`src/rtl/fifo_uart_pkg.sv`:
```
// Shared types and line-level constants for the FIFO-fed UART transmitter.
package fifo_uart_pkg;

  localparam int unsigned DATA_BITS   = 8;
  localparam logic        IDLE_LEVEL  = 1'b1;
  localparam logic        START_LEVEL = 1'b0;

  typedef enum logic [2:0] {
    ST_IDLE  = 3'd0,
    ST_POP   = 3'd1,
    ST_LOAD  = 3'd2,
    ST_START = 3'd3,
    ST_DATA  = 3'd4,
    ST_STOP  = 3'd5
  } state_e;

endpackage

```
`src/rtl/uart_baud_cnt.sv`:
```
// Bit-period counter: counts 0..CLKS_PER_BIT-1 and flags the last cycle of each bit.
module uart_baud_cnt #(
  parameter int unsigned CLKS_PER_BIT = 16
) (
  input  logic clk,
  input  logic rst_n,
  input  logic clr,
  output logic tick
);

  localparam int unsigned CNT_W = (CLKS_PER_BIT > 1) ? $clog2(CLKS_PER_BIT) : 1;
  localparam logic [CNT_W-1:0] LAST = CNT_W'(CLKS_PER_BIT - 1);

  logic [CNT_W-1:0] cnt_q;
  logic [CNT_W-1:0] cnt_d;

  // Next count: held at zero while cleared, otherwise wraps at the bit boundary.
  always_comb begin
    cnt_d = cnt_q;
    if (clr) begin
      cnt_d = '0;
    end else if (cnt_q == LAST) begin
      cnt_d = '0;
    end else begin
      cnt_d = cnt_q + CNT_W'(1);
    end
  end

  // Count register.
  always_ff @(posedge clk or negedge rst_n) begin
    if (!rst_n) begin
      cnt_q <= '0;
    end else begin
      cnt_q <= cnt_d;
    end
  end

  assign tick = (cnt_q == LAST);

endmodule

```
`src/rtl/fifo_uart_tx.sv`:
```
// 8N1 UART transmitter that pops bytes from an upstream registered-output FIFO.
module fifo_uart_tx
  import fifo_uart_pkg::*;
#(
  parameter int unsigned CLKS_PER_BIT = 16
) (
  input  logic                 clk,
  input  logic                 rst_n,
  input  logic                 enable_i,
  input  logic                 fifo_empty_i,
  output logic                 fifo_rd_en_o,
  input  logic [DATA_BITS-1:0] fifo_data_i,
  output logic                 tx_o,
  output logic                 busy_o,
  output logic                 frame_done_o
);

  state_e               state_q, state_d;
  logic [DATA_BITS-1:0] shift_q, shift_d;
  logic [2:0]           idx_q, idx_d;
  logic                 tx_q, tx_d;
  logic                 rd_en_q, rd_en_d;
  logic                 armed_q;
  logic                 can_start_s;
  logic                 baud_clr_s;
  logic                 tick_s;

  // The counter is held cleared until the frame proper starts, so START always begins at zero.
  assign baud_clr_s = (state_q == ST_IDLE) || (state_q == ST_POP) || (state_q == ST_LOAD);

  uart_baud_cnt #(
    .CLKS_PER_BIT(CLKS_PER_BIT)
  ) u_baud (
    .clk  (clk),
    .rst_n(rst_n),
    .clr  (baud_clr_s),
    .tick (tick_s)
  );

  // armed_q delays the first pop after reset release by one extra edge.
  assign can_start_s = enable_i && !fifo_empty_i && armed_q;

  // Next-state, shift register and registered-output lookahead.
  always_comb begin
    state_d = state_q;
    shift_d = shift_q;
    idx_d   = idx_q;
    case (state_q)
      ST_IDLE: begin
        if (can_start_s) state_d = ST_POP;
        else             state_d = ST_IDLE;
      end
      ST_POP: begin
        state_d = ST_LOAD;
      end
      ST_LOAD: begin
        shift_d = fifo_data_i;
        idx_d   = 3'd0;
        state_d = ST_START;
      end
      ST_START: begin
        if (tick_s) state_d = ST_DATA;
        else        state_d = ST_START;
      end
      ST_DATA: begin
        if (tick_s) begin
          shift_d = {1'b0, shift_q[DATA_BITS-1:1]};
          if (idx_q == 3'd7) begin
            state_d = ST_STOP;
          end else begin
            idx_d = idx_q + 3'd1;
          end
        end else begin
          state_d = ST_DATA;
        end
      end
      ST_STOP: begin
        if (tick_s) begin
          if (can_start_s) state_d = ST_POP;
          else             state_d = ST_IDLE;
        end else begin
          state_d = ST_STOP;
        end
      end
      default: begin
        state_d = ST_IDLE;
      end
    endcase

    rd_en_d = (state_d == ST_POP);
    case (state_d)
      ST_START: tx_d = START_LEVEL;
      ST_DATA:  tx_d = shift_d[0];
      default:  tx_d = IDLE_LEVEL;
    endcase
  end

  // State, datapath and output registers.
  always_ff @(posedge clk or negedge rst_n) begin
    if (!rst_n) begin
      state_q <= ST_IDLE;
      shift_q <= '0;
      idx_q   <= 3'd0;
      tx_q    <= IDLE_LEVEL;
      rd_en_q <= 1'b0;
      armed_q <= 1'b0;
    end else begin
      state_q <= state_d;
      shift_q <= shift_d;
      idx_q   <= idx_d;
      tx_q    <= tx_d;
      rd_en_q <= rd_en_d;
      armed_q <= 1'b1;
    end
  end

  assign tx_o         = tx_q;
  assign fifo_rd_en_o = rd_en_q;
  assign busy_o       = (state_q != ST_IDLE);
  assign frame_done_o = (state_q == ST_STOP) && tick_s;

endmodule

```
`config.mk`:
```
export PLATFORM = sky130hd
export DESIGN_NAME = fifo_uart_tx
export DESIGN_NICKNAME = d
export VERILOG_FILES = /design/src/rtl/fifo_uart_pkg.sv /design/src/rtl/uart_baud_cnt.sv /design/src/rtl/fifo_uart_tx.sv
export SDC_FILE = /design/constraint.sdc
export NUM_CORES = 1
export LEC_CHECK = 0
export ABC_CLOCK_PERIOD_IN_PS = 2000
export BUFFER_PORTS_ARGS = -buffer_cell sky130_fd_sc_hd__buf_2
export CAP_MARGIN = 20
export CORE_UTILIZATION = 43
export DETAILED_ROUTE_END_ITERATION = 10
export GPL_TIMING_DRIVEN = 0
export PLACE_DENSITY_LB_ADDON = 0.08
export SLEW_MARGIN = 20
export SYNTH_ARGS = -nofsm -noshare
export SYNTH_HDL_FRONTEND = slang
export SYNTH_SLANG_ARGS = --single-unit
```
`constraint.sdc`:
```
create_clock -name clk -period 2 [get_ports clk]
set_input_delay 0.1 -clock clk [delete_from_list [all_inputs] [get_ports clk]]
set_output_delay 0.1 -clock clk [all_outputs]
set_load 0.1 [all_outputs]
```
# Yosys cells after proc, flatten, opt, wreduce, memory -nomap -nowiden
# Index checks and enable logic that the tools add are counted.
totals:
  ff_bits: 21
  latchBits: 0
  mem_bits_rw: 0
  rom_bits: 0
  output_inout_bits: 4
  mem_count: 0
classes:
  n_addsub: 2
  n_mul: 0
  n_div: 0
  magnitude_cmp: 0
  n_eq_ne: 12
  n_shift: 0
  mux: 14
  bitwise: 0
  reduce_logical: 11
op_table:
  columns: ["operator", "count"]
  rows:
  - ["$mux 3", 6]
  - ["$pmux 3 s6", 1]
  - ["$pmux 8 s2", 1]
  - ["$eq 3x3->1 const B", 4]
  - ["$eq 3x2->1 const B", 3]
  - ["$mux 4", 2]
  - ["$mux 8", 1]
  - ["$eq 3x1->1 const B", 2]
  - ["$pmux 3 s2", 1]
  - ["$add 4x1->4 const B", 1]
  - ["$eq 4x4->1 const B", 1]
  - ["$ne 2x2->1 const B", 2]
  - ["$add 3x1->3 const B", 1]
  - ["$logic_and 1x1->1", 3]
  - ["$logic_not 3->1", 1]
  - ["$reduce_and 3->1", 1]
  - ["$reduce_bool 3->1", 1]
  - ["$logic_or 1x1->1", 2]
  - ["$pmux 1 s2", 1]
  - ["$reduce_and 2->1", 1]
  - ["$reduce_bool 2->1", 1]
  - ["$logic_not 1->1", 1]
  - ["$mux 1", 1]

# Logic depth before layout (Yosys ltp)
# Gate-level depths: netlist of the first run.
logic_depth:
  depth_word: 8
  mapped_depth: 6
  mapped_depth_nobuf: 6

# Hierarchy
# Synthesis of the first run repeated with hierarchy kept, for this count alone.
unflattened:
  hier_cells: 102
  hier_area_um2: 1049.8
by_module_without_submodules:
  columns: ["mod", "n_inst", "cells_each", "area_each_um2", "seq_area_each_um2"]
  rows:
  - ["fifo_uart_tx", 1, 87, 870.8, 426.7]
  - ["uart_baud_cnt", 1, 15, 178.9, 100.1]

# Worst setup path after synthesis of the first run
# OpenSTA, ideal clock, no wires.
synth_timing:
  path_type: "flip-flop to output port"
  from: "register u_baud.cnt_q[0]"
  to: "output frame_done_o"
  arrival_ns: 2.911
  setup_slack_ns: -1.011
  stages_incl_launch_ff: 4
  path_buffers: 0
  path_cell_list: "dfrtp_1 ha_1 nand3_1 nor3_1"
synth_between:
  elab_chain_len: 2
synth_rtl:
  columns: ["item", "line", "rtl"]
  rows:
  - ["from (decl)", "uart_baud_cnt.sv:14", "logic [CNT_W-1:0] cnt_q;"]
  - ["from (signal assigned)", "uart_baud_cnt.sv:34", "cnt_q <= cnt_d;"]
  - ["$eq 4x4->1", "uart_baud_cnt.sv:38", "assign tick = (cnt_q == LAST);"]
  - ["$logic_and 1x1->1", "fifo_uart_tx.sv:120", "assign frame_done_o = (state_q == ST_STOP) && tick_s;"]
  - ["to (decl)", "fifo_uart_tx.sv:15", "output logic frame_done_o"]
# Every way passes these cells.

# Final worst setup path of the first run
# Same ends and word-level chain as after synthesis.

==> results of run 1 <==
worst max-delay path, delay by kind of cell, from the launching register on:
family | cells | cell delay [ns]
fa+ha+maj | 1 | 0.28
buf+inv | 1 | 0.31
flops | 1 | 0.42
simple gates | 2 | 0.43
worst max path at each step:
stage | startpoint | endpoint | slack (ns)
after floorplan | u_baud.cnt_q[0] | frame_done_o | 0.22
after global placement | u_baud.cnt_q[0] | tx_o | 0.12
after detailed placement | u_baud.cnt_q[0] | tx_o | 0.16
after CTS | u_baud.cnt_q[0] | frame_done_o | 0.04
after global routing | u_baud.cnt_q[0] | frame_done_o | 0.03
final | u_baud.cnt_q[0] | frame_done_o | 0.16
power by group:
group	internal (mW)	leakage [nW]	switching (mW)
registers	0.434	0.243	0.00394
clock network	0.0748	0.0177	0.133
logic	0.0191	0.350	0.0244
total	0.528	0.611	0.161
metrics by stage:
step                      instances  hold slack [ns]  util (%)  worst slack [ns]
after floorplan                  97           -0.196         -             0.222
after global placement          140           0.0799      52.3             0.116
after detailed placement        140           0.0821      52.3             0.155
after CTS                       146           0.0151      54.5            0.0378
after global routing            146           0.0240      54.7            0.0254
final                           146           0.0186      54.7             0.160
timing repair:
item	in CTS	in global routing
hold endpoints to repair	21	0
endpoints found under the setup margin	1	2
cloned	0	0
gates resized for setup	1	1
hold buffers	2	0
cells in the final DEF, fill, tap and decap left out, types with 2 or more instances in the layout:
cell and count:
nor3_1 2, nor4_1 2, dfrtp_1 20, a22o_1 5, nand2_1 4, clkbuf_4 3, ha_1 3, o31ai_1 4
nor2_1 4, o21ai_0 4, a21o_1 5, a32o_1 2, inv_1 6, a21oi_1 4, dlygate4sd3_1 2, buf_4 2
buf_2 16
logic make-up (layout without fill, tap and decap cells):
| group | after synthesis | count (layout) |
|---|---|---|
| multiplexers | 1 | 1 |
| buffers and inverters | 10 | 31 |
| adder cells (fa/ha/maj) | 3 | 3 |
| AND/OR/NAND/NOR | 29 | 29 |
| other | 1 | 1 |
| AO/OA/AOI/OAI | 31 | 31 |
| XOR/XNOR | 1 | 1 |
| flip-flops | 21 | 21 |
final cells by class:
class                           count  area, um^2
Fill cell                         233        1020
Sequential cell                    21         527
Multi-Input combinational cell     66         495
Timing Repair Buffer               17        97.6
Tap cell                           28        35.0
Buffer                              4        28.8
Clock buffer                        3        22.5
Inverter                            6        22.5
Clock inverter                      1        5.00
state kept, by name, summed over array words and instances (netlist names):
name,count
shift_q,8
tx_o,1
u_baud.cnt_q,4
fifo_rd_en_o,1
armed_q,1
state_q,3
idx_q,3
metal layers:
| metal | GRT usage [%] | vias up | share of wire (%) |
|---|---|---|---|
| met1 | 24.8 | 391 | 50 |
| li1 | - | 402 | - |
| met3 | 3.51 | 3 | 2.2 |
| met5 | 0 | - | 0 |
| met4 | 6.76 | 0 | 1.4 |
| met2 | 27.5 | 13 | 46 |
cells in the mapped netlist (2+ instances only):
library cell  count
a21o_1            5
a21oi_1           4
a22o_1            5
a32o_1            2
buf_2             2
dfrtp_1          20
ha_1              3
inv_1             6
nand2_1           4
nor2_1            4
nor3_1            3
nor4_1            2
o21ai_0           4
o31ai_1           4
==> flow_metrics.env, run 1 <==
export IMPL_status="complete, no violations"
export IMPL_whs_path_depth=3
export IMPL_grt_start_max_net_pins=22
export IMPL_track_usage_pct=17.9
export IMPL_place_congestion=0.794
export IMPL_clk_pin_slew_ns=0.12
export IMPL_cts_buffers=3
export IMPL_finClkSkew_ns=0.00728
export IMPL_power_static_leakage_nw=0.611
export IMPL_ys_warnings_count=0
export IMPL_hold_violations=0
export IMPL_wl_per_cell_um=14.0
export IMPL_cellPowerDensity_nw_per_um2=559
export IMPL_drt_initial_drc_count=18
export IMPL_maxCapViolations=0
export IMPL_tightestPinTransition_ns=0.617
export IMPL_synth_fa_ha_area_share_pct=3.55
export IMPL_cp_required_ns=1.90
export IMPL_vias=809
export IMPL_design_die_area_um2=2660
export IMPL_synth_top_family_by_area="compound AO/OA/AOI/OAI gates"
export IMPL_dr_pass1_iters=4
export IMPL_overflow=0
export IMPL_synth_compound_area_share_pct=21.5
export IMPL_worstPathCellList="ha_1, nand3_2, nor3_4, buf_4"
export IMPL_dieWidth_um=51.6
export IMPL_post_synth_main_area_contributors="dfrtp_1, a22o_1, a21o_1, ha_1, o31ai_1"
export IMPL_syn_area_per_cell_um2=10.9
export IMPL_min_period_ns=1.84
export IMPL_diodes=0
export IMPL_cts_root_buf="clkbuf_4"
export IMPL_ff2ff_path_depth=5
export IMPL_io_pins=16
export IMPL_ys_seq_elements=21
export IMPL_arrival_ns=1.74
export IMPL_syn_num_nets=112
export IMPL_period_share_pct=92.0
export IMPL_wl_um=2040
export IMPL_rsz0062_at_grt="false"
export IMPL_path_max_fanout=7
export IMPL_grt_pass1_wl_um=3460
export IMPL_fmaxAchievable_mhz=543
export IMPL_reg2reg_slack_ns=0.24
export IMPL_endpoint_kind="output port"
export IMPL_placementRows=17
export IMPL_start_kind="flop"
export IMPL_drv_slew=0
export IMPL_async_flop_share_pct=100
export IMPL_final_setup_viol_count=0
export IMPL_die_y_um=51.6
export IMPL_worst_path_max_delay_cell="dfrtp_1"
export IMPL_drive_gt1_share_pct=27.1
export IMPL_critPathMaxStageDelay_ns=0.42
export IMPL_synth_cells=97
export IMPL_hold_start="fifo_data_i[1]"
export IMPL_grt_antenna_before_repair=0
export IMPL_synth_edf_count=0
export IMPL_slew_headroom_pct=58.7
export IMPL_nets=134
export IMPL_cts_tree="built"
export IMPL_clkLatencyLatePin_ns=0.31
export IMPL_fin_area_um2=1230
export IMPL_muxShareOfSynthArea_pct=0.947
export IMPL_grt_pass1_vias=750
export IMPL_post_cts_buffers=0
export IMPL_yosys_area_share_simple_pct=18.1
export IMPL_avgViaCountPerCell=5.54
export IMPL_r2r_start="u_baud.cnt_q[0]"
export IMPL_post_dp_cell_area_um2=1180
export IMPL_tns_ns=0
export IMPL_syn_area_um2=1060
export IMPL_hpwl_um=1470
export IMPL_hold_class="in2reg"
export IMPL_cts_buffer_depth=2
export IMPL_clock_sinks=21
export IMPL_start_util_pct=46.9
export IMPL_yosysSeqAreaShare_pct=49.8
export IMPL_io_buffers=15
export IMPL_peakVddDrop_mv=0.406
export IMPL_core_area_um2=2250
export IMPL_yosysTopAreaCell="dfrtp_1"
export IMPL_yosysTopAreaCellShare_pct=47.3
export IMPL_synthFlopType="dfrtp_1"
export IMPL_drc=0
export IMPL_yosys_area_share_xor_xnor_pct=0.828
export IMPL_worstSetupPathType="reg2out"
export IMPL_ys_types=43
export IMPL_area_growth_pct=16.7
export IMPL_ctsHtreeMaxLevel=1
export IMPL_power_mw=0.689
export IMPL_reg2reg_to="tx_o"
export IMPL_holdPathEnd="shift_q[1]"
export IMPL_ant_nets=0
No activity file was read; power rests on OpenSTA's default activity.
==> inputs of run 2 (changes only) <==
--- a/config.mk
+++ b/config.mk
@@ -8,10 +8,13 @@
 export ABC_CLOCK_PERIOD_IN_PS = 2000
 export BUFFER_PORTS_ARGS = -buffer_cell sky130_fd_sc_hd__buf_2
 export CAP_MARGIN = 20
+export CORE_ASPECT_RATIO = 1.2
 export CORE_UTILIZATION = 43
+export CTS_CLUSTER_DIAMETER = 80
 export DETAILED_ROUTE_END_ITERATION = 10
 export GPL_TIMING_DRIVEN = 0
 export PLACE_DENSITY_LB_ADDON = 0.08
+export SETUP_SLACK_MARGIN = 0.1
 export SLEW_MARGIN = 20
 export SYNTH_ARGS = -nofsm -noshare
 export SYNTH_HDL_FRONTEND = slang
==> run 2 against run 1 <==
Compared with the run above:
- first-iteration DRC count down 67%
- cell count up 2.1%
- critical path depth unchanged
- non-clock buffer count unchanged
- clock-buffer cell count up 1
- via count down 1.2%
- critical endpoint unchanged
- largest power group unchanged
==> flow_metrics.env, run 2 (synthesized netlist as in run 1, its figures left out) <==
export IMPL_r2r_start="u_baud.cnt_q[0]"
export IMPL_largestRegisters="shift_q (8), u_baud.cnt_q (4)"
export IMPL_endpoint_kind="output port"
export IMPL_grt_pass1_wl_um=3480
export IMPL_drive_gt1_share_pct=26.3
export IMPL_overflow=0
export IMPL_tns_ns=0
export IMPL_grt_antenna_before_repair=0
export IMPL_reg2reg_slack_ns=0.28
export IMPL_period_share_pct=90.4
export IMPL_maxCapViolations=0
export IMPL_crit_start="u_baud.cnt_q[0]"
export IMPL_nets=134
export IMPL_die_y_um=56.3
export IMPL_cts_root_buf="clkbuf_4"
export IMPL_power_static_leakage_nw=0.609
export IMPL_largest_reg_flops=8
export IMPL_placementRows=19
export IMPL_diodes=0
export IMPL_fillerInstances=244
export IMPL_avgViaCountPerCell=5.36
export IMPL_cts_buffers=3
export IMPL_wl_um=2000
export IMPL_drv_slew=0
export IMPL_clock_sinks=21
export IMPL_hold_class="in2reg"
export IMPL_tightestPinTransition_ns=0.636
export IMPL_setup_ws_ns=0.193
export IMPL_track_usage_pct=18.0
export IMPL_rsz0062_at_grt="false"
export IMPL_cellPowerDensity_nw_per_um2=546
export IMPL_grt_pass1_vias=805
export IMPL_start_util_pct=45.8
export IMPL_clk_pin_slew_ns=0.11
export IMPL_drt_initial_drc_count=6
export IMPL_min_period_ns=1.81
export IMPL_start_kind="flop"
export IMPL_dpl_worst_slack_ns=0.168
export IMPL_io_buffers=15
export IMPL_clkLatencyLatePin_ns=0.29
export IMPL_slew_headroom_pct=57.4
export IMPL_worst_path_max_delay_cell="dfrtp_1"
export IMPL_finClkSkew_ns=0.00348
export IMPL_dr_pass1_iters=4
export IMPL_hpwl_um=1510
export IMPL_worstSetupPathType="reg2out"
export IMPL_area_growth_pct=16.9
export IMPL_worstPathCellList="ha_1, nand3_2, nor3_4, buf_4"
export IMPL_drc=0
export IMPL_arrival_ns=1.71
export IMPL_final_util_pct=53.6
export IMPL_grt_start_max_net_pins=22
export IMPL_cts_buffer_depth=2
export IMPL_layout_common_cells="dfrtp_1, buf_2, inv_1, a22o_1, a21o_1"
export IMPL_io_pins=16
export IMPL_reg2reg_to="tx_o"
export IMPL_place_congestion=0.745
export IMPL_post_cts_buffers=0
export IMPL_peakVddDrop_mv=0.451
export IMPL_final_setup_viol_count=0
export IMPL_wl_per_cell_um=13.4
export IMPL_hold_violations=0
export IMPL_critPathMaxStageDelay_ns=0.41
export IMPL_design_die_area_um2=2660
export IMPL_cts_tree="built"
export IMPL_cp_required_ns=1.90
export IMPL_largest_register="shift_q"
export IMPL_dieWidth_um=47.3
export IMPL_status="complete, no violations"
export IMPL_ant_nets=0
export IMPL_crit_end="frame_done_o"
export IMPL_layout_commonest_cell="dfrtp_1"
export IMPL_core_area_um2=2310
export IMPL_ctsHtreeMaxLevel=1
export IMPL_vias=799
export IMPL_path_max_fanout=7
export IMPL_fmaxAchievable_mhz=553
export IMPL_ff2ff_path_depth=5
run 2: per-stage QoR:
step | cell area [um^2] | cells | hold slack [ns] | total power [mW]
2_1_floorplan | 1070 | 97 | -0.196 | 0.466
3_3_place_gp | 1180 | 143 | 0.0762 | 0.486
3_5_place_dp | 1180 | 143 | 0.0761 | 0.487
4_1_cts | 1240 | 149 | 0.0269 | 0.691
5_1_grt | 1240 | 149 | 0.0564 | 0.710
6_report | 1240 | 149 | 0.0404 | 0.675
run 2: per-layer routing:
metal	up-vias	wire, um	GRT usage [%]
li1	408	-	-
met3	4	37	1.93
met1	375	916	21.7
met5	-	0	0
met2	12	1020	30.9
met4	0	23	7.35
run 2: where the power goes:
group          switching [mW]  internal, mW  total [mW]
registers             0.00345         0.434       0.438
clock network           0.116        0.0777       0.194
logic                  0.0244        0.0191      0.0435
run 2: how the worst min path moves through the flow:
stage                   start          to  slack, ns  depth (start not counted)
2_1_floorplan           rst_n     armed_q      -0.20                          0
3_3_place_gp            rst_n  shift_q[1]       0.08                          1
3_5_place_dp            rst_n  shift_q[2]       0.08                          1
4_1_cts        fifo_data_i[1]  shift_q[1]       0.03                          3
5_1_grt        fifo_data_i[1]  shift_q[1]       0.06                          3
6_report       fifo_data_i[1]  shift_q[1]       0.04                          3
run 2: cell type report:
class	instances	area, um^2	share of cell area [%]
multi-input cells	66	495	40.1
repair buffers	17	97.6	7.89
flip-flops and latches	21	527	42.6
inverters	6	22.5	1.82
well taps	31	38.8	3.14
plain buffers	4	28.8	2.33
clock buffers	4	26.3	2.13
run 2: worst max-delay path, delay by kind of cell (launching register included):
kind,cells,cell delay [ns]
fa+ha+maj,1,0.27
simple gates,2,0.42
flops,1,0.41
buf+inv,1,0.31
run 2: repair_timing:
action,4_1_cts,5_1_grt
setup endpoints to repair,1,0
hold endpoints to repair,21,0
gates resized for setup,2,0
hold buffers,2,0
==> inputs of run 3 (changes only) <==
==> constraint.sdc (replaced) <==
create_clock -name clk -period 2 [get_ports clk]
set_input_delay 0.1 -clock clk [delete_from_list [all_inputs] [get_ports clk]]
set_output_delay 0.1 -clock clk [all_outputs]
set_load 0.005 [all_outputs]
==> run 3 against run 2 <==
Compared with the run above:
- register-to-register slack hardly changed
- utilization is 0.60 points lower
- cell count stayed put
- cell area is 1.1% lower
- routed wire length is 1.9% lower
- total power is 1.1% higher
- non-clock buffer count stayed put
- clock power is 8% higher
- setup slack better by 0.080 ns
==> flow_metrics.env, run 3 (synthesized netlist as in run 1, its figures left out) <==
export IMPL_largest_reg_flops=8
export IMPL_ant_nets=0
export IMPL_ctsHtreeMaxLevel=1
export IMPL_start_util_pct=45.8
export IMPL_grt_pass1_wl_um=3330
export IMPL_largestRegisters="shift_q (8), u_baud.cnt_q (4)"
export IMPL_final_setup_viol_count=0
export IMPL_placementRows=19
export IMPL_wl_um=1960
export IMPL_dieWidth_um=47.3
export IMPL_peakVddDrop_mv=0.398
export IMPL_area_sequential_um2=527
export IMPL_cts_tree="built"
export IMPL_whs_path_depth=3
export IMPL_grt_pass1_vias=783
export IMPL_cts_buffer_depth=2
export IMPL_avgViaCountPerCell=5.42
export IMPL_layout_common_cells="dfrtp_1, buf_2, inv_1, a22o_1, a21o_1"
export IMPL_arrival_ns=1.97
export IMPL_hold_violations=0
export IMPL_top_layer="met4"
export IMPL_drive_gt1_share_pct=25.4
export IMPL_met3WireLength_um=52
export IMPL_fmaxAchievable_mhz=579
export IMPL_slew_headroom_pct=59.1
export IMPL_path_max_fanout=7
export IMPL_hold_ws_ns=0.0243
export IMPL_dr_pass1_iters=4
export IMPL_post_cts_buffers=0
export IMPL_drt_initial_drc_count=12
export IMPL_grt_antenna_before_repair=0
export IMPL_min_period_ns=1.73
export IMPL_nets=134
export IMPL_layout_commonest_cell="dfrtp_1"
export IMPL_tns_ns=0
export IMPL_endpoint_kind="flop"
export IMPL_cellPowerDensity_nw_per_um2=558
export IMPL_clk_pin_slew_ns=0.11
export IMPL_worstSetupPathType="reg2reg"
export IMPL_status="complete, no violations"
export IMPL_hold_class="in2reg"
export IMPL_diodes=0
export IMPL_ff2ff_path_depth=5
export IMPL_clkLatencyLatePin_ns=0.31
export IMPL_finClkSkew_ns=0.00220
export IMPL_largest_register="shift_q"
export IMPL_period_share_pct=86.4
export IMPL_wl_met1_um=920
export IMPL_power_static_leakage_nw=0.608
export IMPL_area_growth_pct=15.6
export IMPL_die_y_um=56.3
export IMPL_vias=808
export IMPL_io_pins=16
export IMPL_multi_input_area_um2=484
export IMPL_grt_start_max_net_pins=22
export IMPL_fillerInstances=231
export IMPL_wl_met2_um=926
export IMPL_tightestPinTransition_ns=0.612
export IMPL_cts_root_buf="clkbuf_4"
export IMPL_cp_required_ns=2.24
export IMPL_drc=0
export IMPL_reg2reg_slack_ns=0.27
export IMPL_track_usage_pct=17.6
export IMPL_core_area_um2=2310
export IMPL_io_buffers=15
export IMPL_start_kind="flop"
export IMPL_wl_per_cell_um=13.2
export IMPL_place_congestion=0.784
export IMPL_rsz0062_at_grt="false"
export IMPL_hpwl_um=1400
export IMPL_drv_slew=0
export IMPL_maxCapViolations=0
export IMPL_cts_buffers=3
export IMPL_design_die_area_um2=2660
export IMPL_clock_sinks=21
export IMPL_overflow=0
==> run 3: cell counts in the layout (fill, tap and decap cells not counted) <==
Identical to the previous run, type by type.
==> run 3: what timing repair did <==
action | in CTS | in global routing
resized for setup | 0 | 1
endpoints found under the setup margin | 0 | 3
hold endpoints to repair | 21 | 0
hold buffers | 2 | 0
==> run 3: path summary, 6_finish.rpt <==
check,from,end
worst max-delay path,u_baud.cnt_q[0],tx_o
worst min-delay path,fifo_data_i[1],shift_q[1]
worst max register to register,u_baud.cnt_q[0],tx_o
worst min register to register,shift_q[6],shift_q[6]
max in group asynchronous,rst_n,tx_o
min in group asynchronous,rst_n,shift_q[1]
==> run 3: metrics by stage <==
step / power (mW) / instances / instance area [um^2] / setup WS (ns) / util (%)
after CTS: 0.698 / 149 / 1220 / 0.166 / 52.8
after floorplan: 0.458 / 97 / 1060 / 0.420 / -
after global routing: 0.714 / 149 / 1220 / 0.170 / 53.0
after detailed placement: 0.480 / 143 / 1170 / 0.200 / 50.8
after global placement: 0.479 / 143 / 1170 / 0.217 / 50.8
final: 0.682 / 149 / 1220 / 0.272 / 53.0
==> run 3: power breakdown <==
| group | switching [mW] | total (mW) | internal [mW] |
|---|---|---|---|
| logic | 0.0163 | 0.0354 | 0.0191 |
| registers | 0.00382 | 0.438 | 0.434 |
| clock network | 0.131 | 0.209 | 0.0781 |
| total | 0.151 | 0.682 | 0.531 |
==> run 3: critical path, stage by stage (launching register included) <==
cell and delay (ns):
dfrtp_1 0.42, ha_1 0.28, nand3_2 0.20, o311a_1 0.38, o31ai_1 0.25, o211ai_1 0.13
==> run 3: cell type report <==
| class | count | area share [%] |
|---|---|---|
| sequential | 21 | 43.1 |
| inverter | 6 | 1.84 |
| clock buffer | 4 | 2.15 |
| timing repair buffer | 17 | 7.78 |
| multi-input combinational | 66 | 39.6 |
| buffer | 4 | 2.35 |
| tap | 31 | 3.17 |
==> run 3: per-layer routing <==
metal | vias to the layer above | GRT usage, %
li1 | 403 | -
met1 | 387 | 22.1
met2 | 13 | 27.2
met3 | 5 | 2.25
met4 | 0 | 11.0
met5 | - | 0
